--- src/rtl/matrix_input_module_pkg.sv ---
// Shared definitions for the matrix operand entry block and its debouncer.
//   state_t              : entry FSM encoding (IDLE=0, LOAD=1, DONE=2, VALID=3)
//   IDX_A11 .. IDX_B22   : entry_idx value that selects each operand register
//   DEFAULT_DEBOUNCE_CYCLES : 10 ms at 100 MHz, shared by every board button
package matrix_input_module_pkg;

  typedef enum logic [1:0] {
    ST_IDLE  = 2'd0,
    ST_LOAD  = 2'd1,
    ST_DONE  = 2'd2,
    ST_VALID = 2'd3
  } state_t;

  localparam logic [2:0] IDX_A11 = 3'd0;
  localparam logic [2:0] IDX_A12 = 3'd1;
  localparam logic [2:0] IDX_A21 = 3'd2;
  localparam logic [2:0] IDX_A22 = 3'd3;
  localparam logic [2:0] IDX_B11 = 3'd4;
  localparam logic [2:0] IDX_B12 = 3'd5;
  localparam logic [2:0] IDX_B21 = 3'd6;
  localparam logic [2:0] IDX_B22 = 3'd7;

  localparam int DEFAULT_DEBOUNCE_CYCLES = 1000000;

endpackage

--- src/rtl/matrix_input_module_if.sv ---
// Bus between the operand entry block and the surrounding board logic.
//   sw_data, btn_load, load_en : inputs to the entry block
//   a_*/b_*                    : the eight 8-bit operands
//   entry_idx                  : next entry to capture, for the display
//   busy / load_done / matrix_valid : controller status
// Modports: slave = the entry block, master = whoever drives it.
interface matrix_input_module_if;
  logic [7:0] sw_data;
  logic       btn_load;
  logic       load_en;
  logic [7:0] a_11, a_12, a_21, a_22;
  logic [7:0] b_11, b_12, b_21, b_22;
  logic [2:0] entry_idx;
  logic       busy;
  logic       load_done;
  logic       matrix_valid;

  modport slave (
    input  sw_data, btn_load, load_en,
    output a_11, a_12, a_21, a_22, b_11, b_12, b_21, b_22,
    output entry_idx, busy, load_done, matrix_valid
  );

  modport master (
    output sw_data, btn_load, load_en,
    input  a_11, a_12, a_21, a_22, b_11, b_12, b_21, b_22,
    input  entry_idx, busy, load_done, matrix_valid
  );
endinterface

--- src/rtl/matrix_input_module_button_debouncer.sv ---
// Push-button conditioner: two-flop synchronizer, debounce counter and
// rising-edge detector.
//   clk, rst    : clock, asynchronous active-high reset
//   btn_raw     : raw asynchronous button
//   btn_stable  : debounced level
//   press_pulse : one-cycle pulse on each accepted press (release is silent)
module button_debouncer #(
  parameter int DEBOUNCE_CYCLES = 1000000,
  parameter int CNT_W           = 20
) (
  input  logic clk,
  input  logic rst,
  input  logic btn_raw,
  output logic btn_stable,
  output logic press_pulse
);

  localparam logic [CNT_W-1:0] CNT_MAX = CNT_W'(DEBOUNCE_CYCLES - 1);

  logic             sync1_q, sync1_d;
  logic             sync2_q, sync2_d;
  logic             stable_q, stable_d;
  logic             stable_dly_q, stable_dly_d;
  logic [CNT_W-1:0] cnt_q, cnt_d;

  always_comb begin
    sync1_d      = btn_raw;
    sync2_d      = sync1_q;
    stable_dly_d = stable_q;
    stable_d     = stable_q;
    cnt_d        = '0;
    // The counter only runs while the synchronized level disagrees with the
    // accepted one; any agreeing cycle restarts the qualification window.
    if (sync2_q != stable_q) begin
      if (cnt_q == CNT_MAX) begin
        stable_d = sync2_q;
      end else begin
        cnt_d = cnt_q + CNT_W'(1);
      end
    end
  end

  always_ff @(posedge clk or posedge rst) begin
    if (rst) begin
      sync1_q      <= 1'b0;
      sync2_q      <= 1'b0;
      stable_q     <= 1'b0;
      stable_dly_q <= 1'b0;
      cnt_q        <= '0;
    end else begin
      sync1_q      <= sync1_d;
      sync2_q      <= sync2_d;
      stable_q     <= stable_d;
      stable_dly_q <= stable_dly_d;
      cnt_q        <= cnt_d;
    end
  end

  assign btn_stable  = stable_q;
  assign press_pulse = stable_q & ~stable_dly_q;

endmodule

--- src/rtl/matrix_input_module.sv ---
// Operand entry block: the operator keys two 2x2 8-bit matrices in from the
// slide switches, one entry per debounced press of btn_load.
//   clk, rst : 100 MHz clock, asynchronous active-high reset
//   bus      : matrix_input_module_if.slave (switches, button, load_en in;
//              eight operands, entry_idx, busy, load_done, matrix_valid out)
module matrix_input_module
  import matrix_input_module_pkg::*;
#(
  parameter int DEBOUNCE_CYCLES = DEFAULT_DEBOUNCE_CYCLES,
  parameter int CNT_W           = 20
) (
  input  logic                  clk,
  input  logic                  rst,
  matrix_input_module_if.slave  bus
);

  state_t     state_q, state_d;
  logic [2:0] idx_q, idx_d;
  logic [7:0] ops_q [8];
  logic [7:0] ops_d [8];
  logic       press_pulse;

  button_debouncer #(
    .DEBOUNCE_CYCLES (DEBOUNCE_CYCLES),
    .CNT_W           (CNT_W)
  ) u_btn_load (
    .clk         (clk),
    .rst         (rst),
    .btn_raw     (bus.btn_load),
    .btn_stable  (),
    .press_pulse (press_pulse)
  );

  always_comb begin
    state_d = state_q;
    idx_d   = idx_q;
    ops_d   = ops_q;
    unique case (state_q)
      ST_IDLE: begin
        if (bus.load_en) begin
          state_d = ST_LOAD;
          idx_d   = IDX_A11;
        end
      end
      ST_LOAD: begin
        if (press_pulse) begin
          ops_d[idx_q] = bus.sw_data;
          if (idx_q == IDX_B22) begin
            idx_d   = IDX_A11;
            state_d = ST_DONE;
          end else begin
            idx_d = idx_q + 3'd1;
          end
        end
      end
      ST_DONE: state_d = ST_VALID;
      ST_VALID: begin
        // A restart request outranks a press landing in the same cycle;
        // presses are never captured here anyway.
        if (bus.load_en) begin
          state_d = ST_LOAD;
          idx_d   = IDX_A11;
        end
      end
      default: state_d = ST_IDLE;
    endcase
  end

  always_ff @(posedge clk or posedge rst) begin
    if (rst) begin
      state_q <= ST_IDLE;
      idx_q   <= '0;
      for (int i = 0; i < 8; i++) ops_q[i] <= '0;
    end else begin
      state_q <= state_d;
      idx_q   <= idx_d;
      ops_q   <= ops_d;
    end
  end

  // Status outputs are decoded straight from the state register so they
  // clear the instant rst asserts.
  assign bus.busy         = (state_q == ST_LOAD);
  assign bus.load_done    = (state_q == ST_DONE);
  assign bus.matrix_valid = (state_q == ST_VALID);
  assign bus.entry_idx    = idx_q;

  assign bus.a_11 = ops_q[IDX_A11];
  assign bus.a_12 = ops_q[IDX_A12];
  assign bus.a_21 = ops_q[IDX_A21];
  assign bus.a_22 = ops_q[IDX_A22];
  assign bus.b_11 = ops_q[IDX_B11];
  assign bus.b_12 = ops_q[IDX_B12];
  assign bus.b_21 = ops_q[IDX_B21];
  assign bus.b_22 = ops_q[IDX_B22];

endmodule

--- src/flat_wrapper.sv ---
// flat-port wrapper written by rule: the top's interface ports become plain ports
module matrix_input_module_flat import matrix_input_module_pkg::*;
#(
  parameter int DEBOUNCE_CYCLES = DEFAULT_DEBOUNCE_CYCLES,
  parameter int CNT_W           = 20
)
  (clk, rst, bus_sw_data, bus_btn_load, bus_load_en, bus_a_11, bus_a_12, bus_a_21, bus_a_22, bus_b_11, bus_b_12, bus_b_21, bus_b_22, bus_entry_idx, bus_busy, bus_load_done, bus_matrix_valid);
  matrix_input_module_if bus_i ();
  input  logic clk;
  input  logic rst;
  input wire logic [$bits(bus_i.sw_data)-1:0] bus_sw_data;
  input wire logic [$bits(bus_i.btn_load)-1:0] bus_btn_load;
  input wire logic [$bits(bus_i.load_en)-1:0] bus_load_en;
  output wire logic [$bits(bus_i.a_11)-1:0] bus_a_11;
  output wire logic [$bits(bus_i.a_12)-1:0] bus_a_12;
  output wire logic [$bits(bus_i.a_21)-1:0] bus_a_21;
  output wire logic [$bits(bus_i.a_22)-1:0] bus_a_22;
  output wire logic [$bits(bus_i.b_11)-1:0] bus_b_11;
  output wire logic [$bits(bus_i.b_12)-1:0] bus_b_12;
  output wire logic [$bits(bus_i.b_21)-1:0] bus_b_21;
  output wire logic [$bits(bus_i.b_22)-1:0] bus_b_22;
  output wire logic [$bits(bus_i.entry_idx)-1:0] bus_entry_idx;
  output wire logic [$bits(bus_i.busy)-1:0] bus_busy;
  output wire logic [$bits(bus_i.load_done)-1:0] bus_load_done;
  output wire logic [$bits(bus_i.matrix_valid)-1:0] bus_matrix_valid;
  assign bus_i.sw_data = bus_sw_data;
  assign bus_i.btn_load = bus_btn_load;
  assign bus_i.load_en = bus_load_en;
  assign bus_a_11 = bus_i.a_11;
  assign bus_a_12 = bus_i.a_12;
  assign bus_a_21 = bus_i.a_21;
  assign bus_a_22 = bus_i.a_22;
  assign bus_b_11 = bus_i.b_11;
  assign bus_b_12 = bus_i.b_12;
  assign bus_b_21 = bus_i.b_21;
  assign bus_b_22 = bus_i.b_22;
  assign bus_entry_idx = bus_i.entry_idx;
  assign bus_busy = bus_i.busy;
  assign bus_load_done = bus_i.load_done;
  assign bus_matrix_valid = bus_i.matrix_valid;
  matrix_input_module #(.DEBOUNCE_CYCLES(DEBOUNCE_CYCLES), .CNT_W(CNT_W)) u_core (.clk(clk), .rst(rst), .bus(bus_i));
endmodule
--- config.mk ---
export PLATFORM = sky130hd
export DESIGN_NAME = matrix_input_module_flat
export DESIGN_NICKNAME = d
export VERILOG_FILES = /design/src/rtl/matrix_input_module_pkg.sv /design/src/rtl/matrix_input_module_if.sv /design/src/rtl/matrix_input_module_button_debouncer.sv /design/src/rtl/matrix_input_module.sv /design/src/flat_wrapper.sv
export SDC_FILE = /design/constraint.sdc
export NUM_CORES = 1
export LEC_CHECK = 0
export ABC_AREA = 1
export CAP_MARGIN = 10
export CORE_MARGIN = 8
export CORE_UTILIZATION = 35
export CTS_BUF_LIST = sky130_fd_sc_hd__clkbuf_16
export CTS_CLUSTER_SIZE = 30
export DETAILED_ROUTE_END_ITERATION = 10
export SETUP_SLACK_MARGIN = 0.4
export SLEW_MARGIN = 10
export SYNTH_ARGS = -nofsm -noshare
export SYNTH_HDL_FRONTEND = slang
export SYNTH_SLANG_ARGS = --single-unit
--- constraint.sdc ---
create_clock -name clk -period 3.95 [get_ports clk]
set_input_delay 0.79 -clock clk [delete_from_list [all_inputs] [get_ports clk]]
set_output_delay 0.79 -clock clk [all_outputs]
set_load 0.005 [all_outputs]
# --- Word level (Yosys, flattened, before mapping) ---
# Cells that the tools add are included.
totals:
  regBits: 93
  input_bits: 12
  out_inout_bits: 70
  elab_cells: 52
classes:
  addsub: 2
  n_lt_le_gt_ge: 2
  eq_ne: 9
  n_mux: 13
  bitwise_logic: 3
  reduce_logical: 8
op_table:
  columns: ["op", "count"]
  rows:
  - ["$bwmux W64", 1]
  - ["$mux W20", 2]
  - ["$demux W8 S3", 1]
  - ["$add A20 B1 Y20 const B", 1]
  - ["$eq A20 B20 Y1 const B", 1]
  - ["$mux W3", 3]
  - ["$mux W8", 1]
  - ["$mux W2", 3]
  - ["$ne A2 B1 Y1 const B", 3]
  - ["$pmux W2 S3", 1]
  - ["$pmux W3 S2", 1]
  - ["$reduce_and A3 Y1", 2]
  - ["$eq A2 B2 Y1 const B", 2]
  - ["$ge A4 B4 Y1 const B", 1]
  - ["$lt A4 B1 Y1 const B", 1]
  - ["$not A3 Y4", 1]
  - ["$reduce_and A2 Y1", 2]
  - ["$add A3 B1 Y3 const B", 1]
  - ["$eq A3 B3 Y1 const B", 1]
  - ["$eq A2 B1 Y1 const B", 1]
  - ["$logic_not A2 Y1", 1]
  - ["$reduce_bool A2 Y1", 1]
  - ["$reduce_or A2 Y1", 1]
  - ["$and A1 B1 Y1", 1]
  - ["3 further kinds", 3]

# --- Depth between registers and ports, before layout ---
depth:
  depth_word: 6
  ltp_mapped: 9
  mapped_depth_nobuf: 9

# --- Cells and area by module ---
# From an unflattened synthesis, not the netlist that was laid out.
unflattened:
  cells_unflattened: 505
  area_unflattened_um2: 4272.8
by_module_without_submodules:
  columns: ["module", "n_inst", "cells_per_inst", "area_per_inst_um2", "seq_area_each_um2"]
  rows:
  - ["matrix_input_module", 1, 341, 2942.8, 1726.7]
  - ["button_debouncer", 1, 164, 1330.0, 600.6]

# --- Worst setup path after synthesis ---
# OpenSTA, ideal clock, no wires.
synth_path:
  kind: "reg2out"
  from: "register u_core.state_q[1]"
  to: "output port bus_busy"
  arrival_ps: 696
  required_ps: 3160
  slack_ps: 2464
  path_stages_with_launch: 3
  path_buffers: 0
  path_cell_list: "dfrtp_1 -> inv_1 -> ha_1"
synth_between:
  elab_chain_cells: 1
synth_lines:
  columns: ["element", "line", "rtl"]
  rows:
  - ["start, declared", "matrix_input_module.sv:17", "state_t state_q, state_d;"]
  - ["start signal, assigned", "matrix_input_module.sv:75", "state_q <= state_d;"]
  - ["$eq A2 B1 Y1", "matrix_input_module.sv:83", "assign bus.busy = (state_q == ST_LOAD);"]
  - ["end, declared", "flat_wrapper.sv:23", "output wire logic [$bits(bus_i.busy)-1:0] bus_busy;"]
# No other way between the ends.

# --- Final worst setup path ---
# Ends and elaborated chain as after synthesis.

==> reports/results.tsv <==
metric	value	unit
I/O pin count	82	
worst-skew pair later-pin latency	0.33	ns
leak pwr	2.33	nW
Hold Path Stages	0	
WHS Endpoint	u_core.u_btn_load.sync2_q	
VDD IR max	318	µV
sw power	0.600	mW
setup repair bufs after CTS	0	
share of layout cells above drive strength 1	5.98	%
Vias	3050	
Final nets	533	
CTS tree	built	
cts-stage hold buffer count	0	
CP peak stage delay	0.55	ns
Comb power frac	13.0	%
final setup skew	0.00778	ns
CTS buffer count	9	
worst-margin pin slew	0.702	ns
most common cell after layout, fill and taps aside	dfrtp_1	
post-synthesis mux area share	0	%
Hold WC Path Type	reg -> reg	
final instance area	5260	µm²
switching share of power	26.6	%
Slew HR	52.8	%
most frequent cells in the layout	dfrtp_1, nand2_1, clkdlybuf4s50_1, nor2_1, o21ai_0	
Die X	123	µm
outcome	finished, final reports clean	
1st-iter DRT viols	199	
worst-path cell chain	inv_1, ha_1, clkdlybuf4s50_1	
Final setup viols	0	
area of the core	11300	µm²
max_cap viols	0	
overall routing resource usage	13.3	%
Yosys warning count	0	
CTS clk-pin slew, worst paths	0.07	ns
initial antenna violation count	0	
final wirelength	9680	µm
Initial Utilization	35.5	%
DR DRC count	0	
FMAX	0.409	GHz
Hold WS	0.351	ns
syn_nets	449	
HP Start	u_core.u_btn_load.sync1_q	
dpl cell area	4940	µm²
total die area	15100	µm²
Rows	39	
die height	123	µm
mapped cell area	4010	µm²
TritonRoute pass-1 iters	4	
slowest stage cell, crit path	clkdlybuf4s50_1	
post-synthesis cell type count	27	
Crit Reg-Reg Endpoint	u_core.bus.a_21[1]	
Pwr Density	428	nW/µm²
Hold Vio Cnt, Final	0	
post-synthesis adder-cell area fraction	2.19	%
unrepaired setup endpoints after global routing	no	
R2R depth	5	
Max clock buf depth	2	
syn_area_per_cell	9.32	µm²
Seq cells post-synth	93	
cell class contributing the biggest share of worst-path delay	buffers and inverters	
Synth Area in Compound Gates	9.49	%
CP Max Fanout	4	
routed vias/inst	4.61	
Antenna Violating Nets Remaining	0	
Clk pwr share	41.0	%
area added between synthesis and finish	31.4	%
Syn Inst Count	430	
Final Slew Violations	0	
Synth Area in XOR/XNOR	2.84	%
WP data required	3.16	ns
WP buf/inv	2	
Seq/Total Area, Yosys	58.1	%
IO Port Bufs	81	
CTS root buf	clkbuf_16	
grt ovf	0	
R2R setup slack	2.13	ns
hpwl dp	7120	µm
Seq pwr share	46.0	%
Cell Int Power	1.65	mW
Wirelength per Cell	14.6	µm
TritonCTS Sinks	93	
CP arrival	1.66	ns
largest family of logic cells by synthesized area	simple AND/OR/NAND/NOR gates	
routability cong.	0.805	
Simple-Gate Fraction of Synth Area	21.9	%
CP endpoint kind	output port	
vias in the first global route	3086	
TNS Setup	0	ns
reg2reg start	u_core.state_q[1]	
Final Cycle Share	61.9	%
first-pass GRT wire length	15700	µm
maximum number of pins on one net before global-route repair	58	
Antenna Cells	0	
post_cts resized	0	
H-tree depth	3	
Setup CP Type	reg -> out	
crit path time final	2.45	ns
CP startpoint kind	register	
[Yosys cell counts, drive strengths merged]
| master | instances | area share (%) |
|---|---|---|
| a21oi | 26 | 3.2 |
| and2 | 1 | 0.16 |
| buf | 8 | 1.8 |
| clkbuf | 1 | 0.094 |
| dfrtp | 93 | 58 |
| ha | 7 | 2.2 |
| inv | 39 | 3.7 |
| nand2 | 85 | 8.5 |
| nand3 | 19 | 2.7 |
| nand4 | 5 | 1.2 |
| nor2 | 79 | 7.8 |
| nor3 | 3 | 0.94 |
| nor4 | 1 | 0.53 |
| o21ai | 47 | 5.9 |
| o21bai | 2 | 0.37 |
| or2 | 1 | 0.16 |
| xnor2 | 6 | 1.3 |
| xor2 | 7 | 1.5 |
[cell type report]
cell class / instances / area [µm²]
fill: 1060 / 6010
sequential: 93 / 2330
inverter: 39 / 148
multi-input combinational: 289 / 1460
clock inverter: 6 / 95.1
clock buffer: 9 / 225
tap: 143 / 179
timing repair buffer: 82 / 831
[registers in the layout, summed over array words and instances (netlist names), 2 cells and up]
signal	cells
u_core.bus.a_11	8
u_core.bus.b_22	8
u_core.bus.entry_idx	3
u_core.bus.b_21	8
u_core.bus.a_21	8
u_core.u_btn_load.cnt_q	20
u_core.bus.b_11	8
u_core.bus.a_22	8
u_core.state_q	2
u_core.bus.b_12	8
u_core.bus.a_12	8
[per-layer routing]
metal	track usage, %	up-vias	routed length [µm]
li1	-	1540	-
met4	3.69	0	129
met1	16.7	1427	4420
met2	20.6	75	4360
met5	0	-	0
met3	5.57	8	767
[per-stage QoR]
step                power, mW  std cells  worst slack [ns]  util, %
floorplan                1.22        430             0.740        -
CTS                      2.28        661              1.49     46.7
detailed placement       1.35        646              1.86     43.8
global route             2.36        661              1.42     46.7
global placement         1.34        646              1.90     43.8
finish                   2.25        661              1.50     46.7
[how the worst max path moves through the flow]
stage / startpoint / to / slack, ns / depth (start not counted)
after floorplan: rst / u_core.bus.a_11[0] / 0.74 / 1
after global placement: u_core.state_q[1] / bus_busy / 1.90 / 3
after detailed placement: u_core.state_q[1] / bus_busy / 1.86 / 3
after CTS: u_core.state_q[1] / bus_busy / 1.49 / 3
after global routing: u_core.state_q[1] / bus_busy / 1.42 / 3
final: u_core.state_q[1] / bus_busy / 1.50 / 3
[power groups by stage]
stage	sequential [mW]	clock, mW	combinational, mW
after floorplan	1.05	0	0.179
after global placement	1.05	0	0.290
after detailed placement	1.05	0	0.297
after CTS	1.04	0.941	0.300
after global routing	1.04	0.984	0.337
final	1.04	0.924	0.294
[cell families after synthesis]
kind of cell / count (synthesis)
simple gates: 194
flops: 93
buf+inv: 48
xor+xnor: 13
compound gates: 75
fa+ha+maj: 7
[worst register-to-register path, delay by kind of cell, from the launching register on]
| kind | cells | cell delay [ns] |
|---|---|---|
| AND/OR/NAND/NOR | 2 | 0.72 |
| flip-flops | 1 | 0.42 |
| adder cells (fa/ha/maj) | 1 | 0.26 |
| AO/OA/AOI/OAI | 1 | 0.19 |
| buffers and inverters | 1 | 0.10 |
Note: power is estimated with default switching activity, not from simulation.
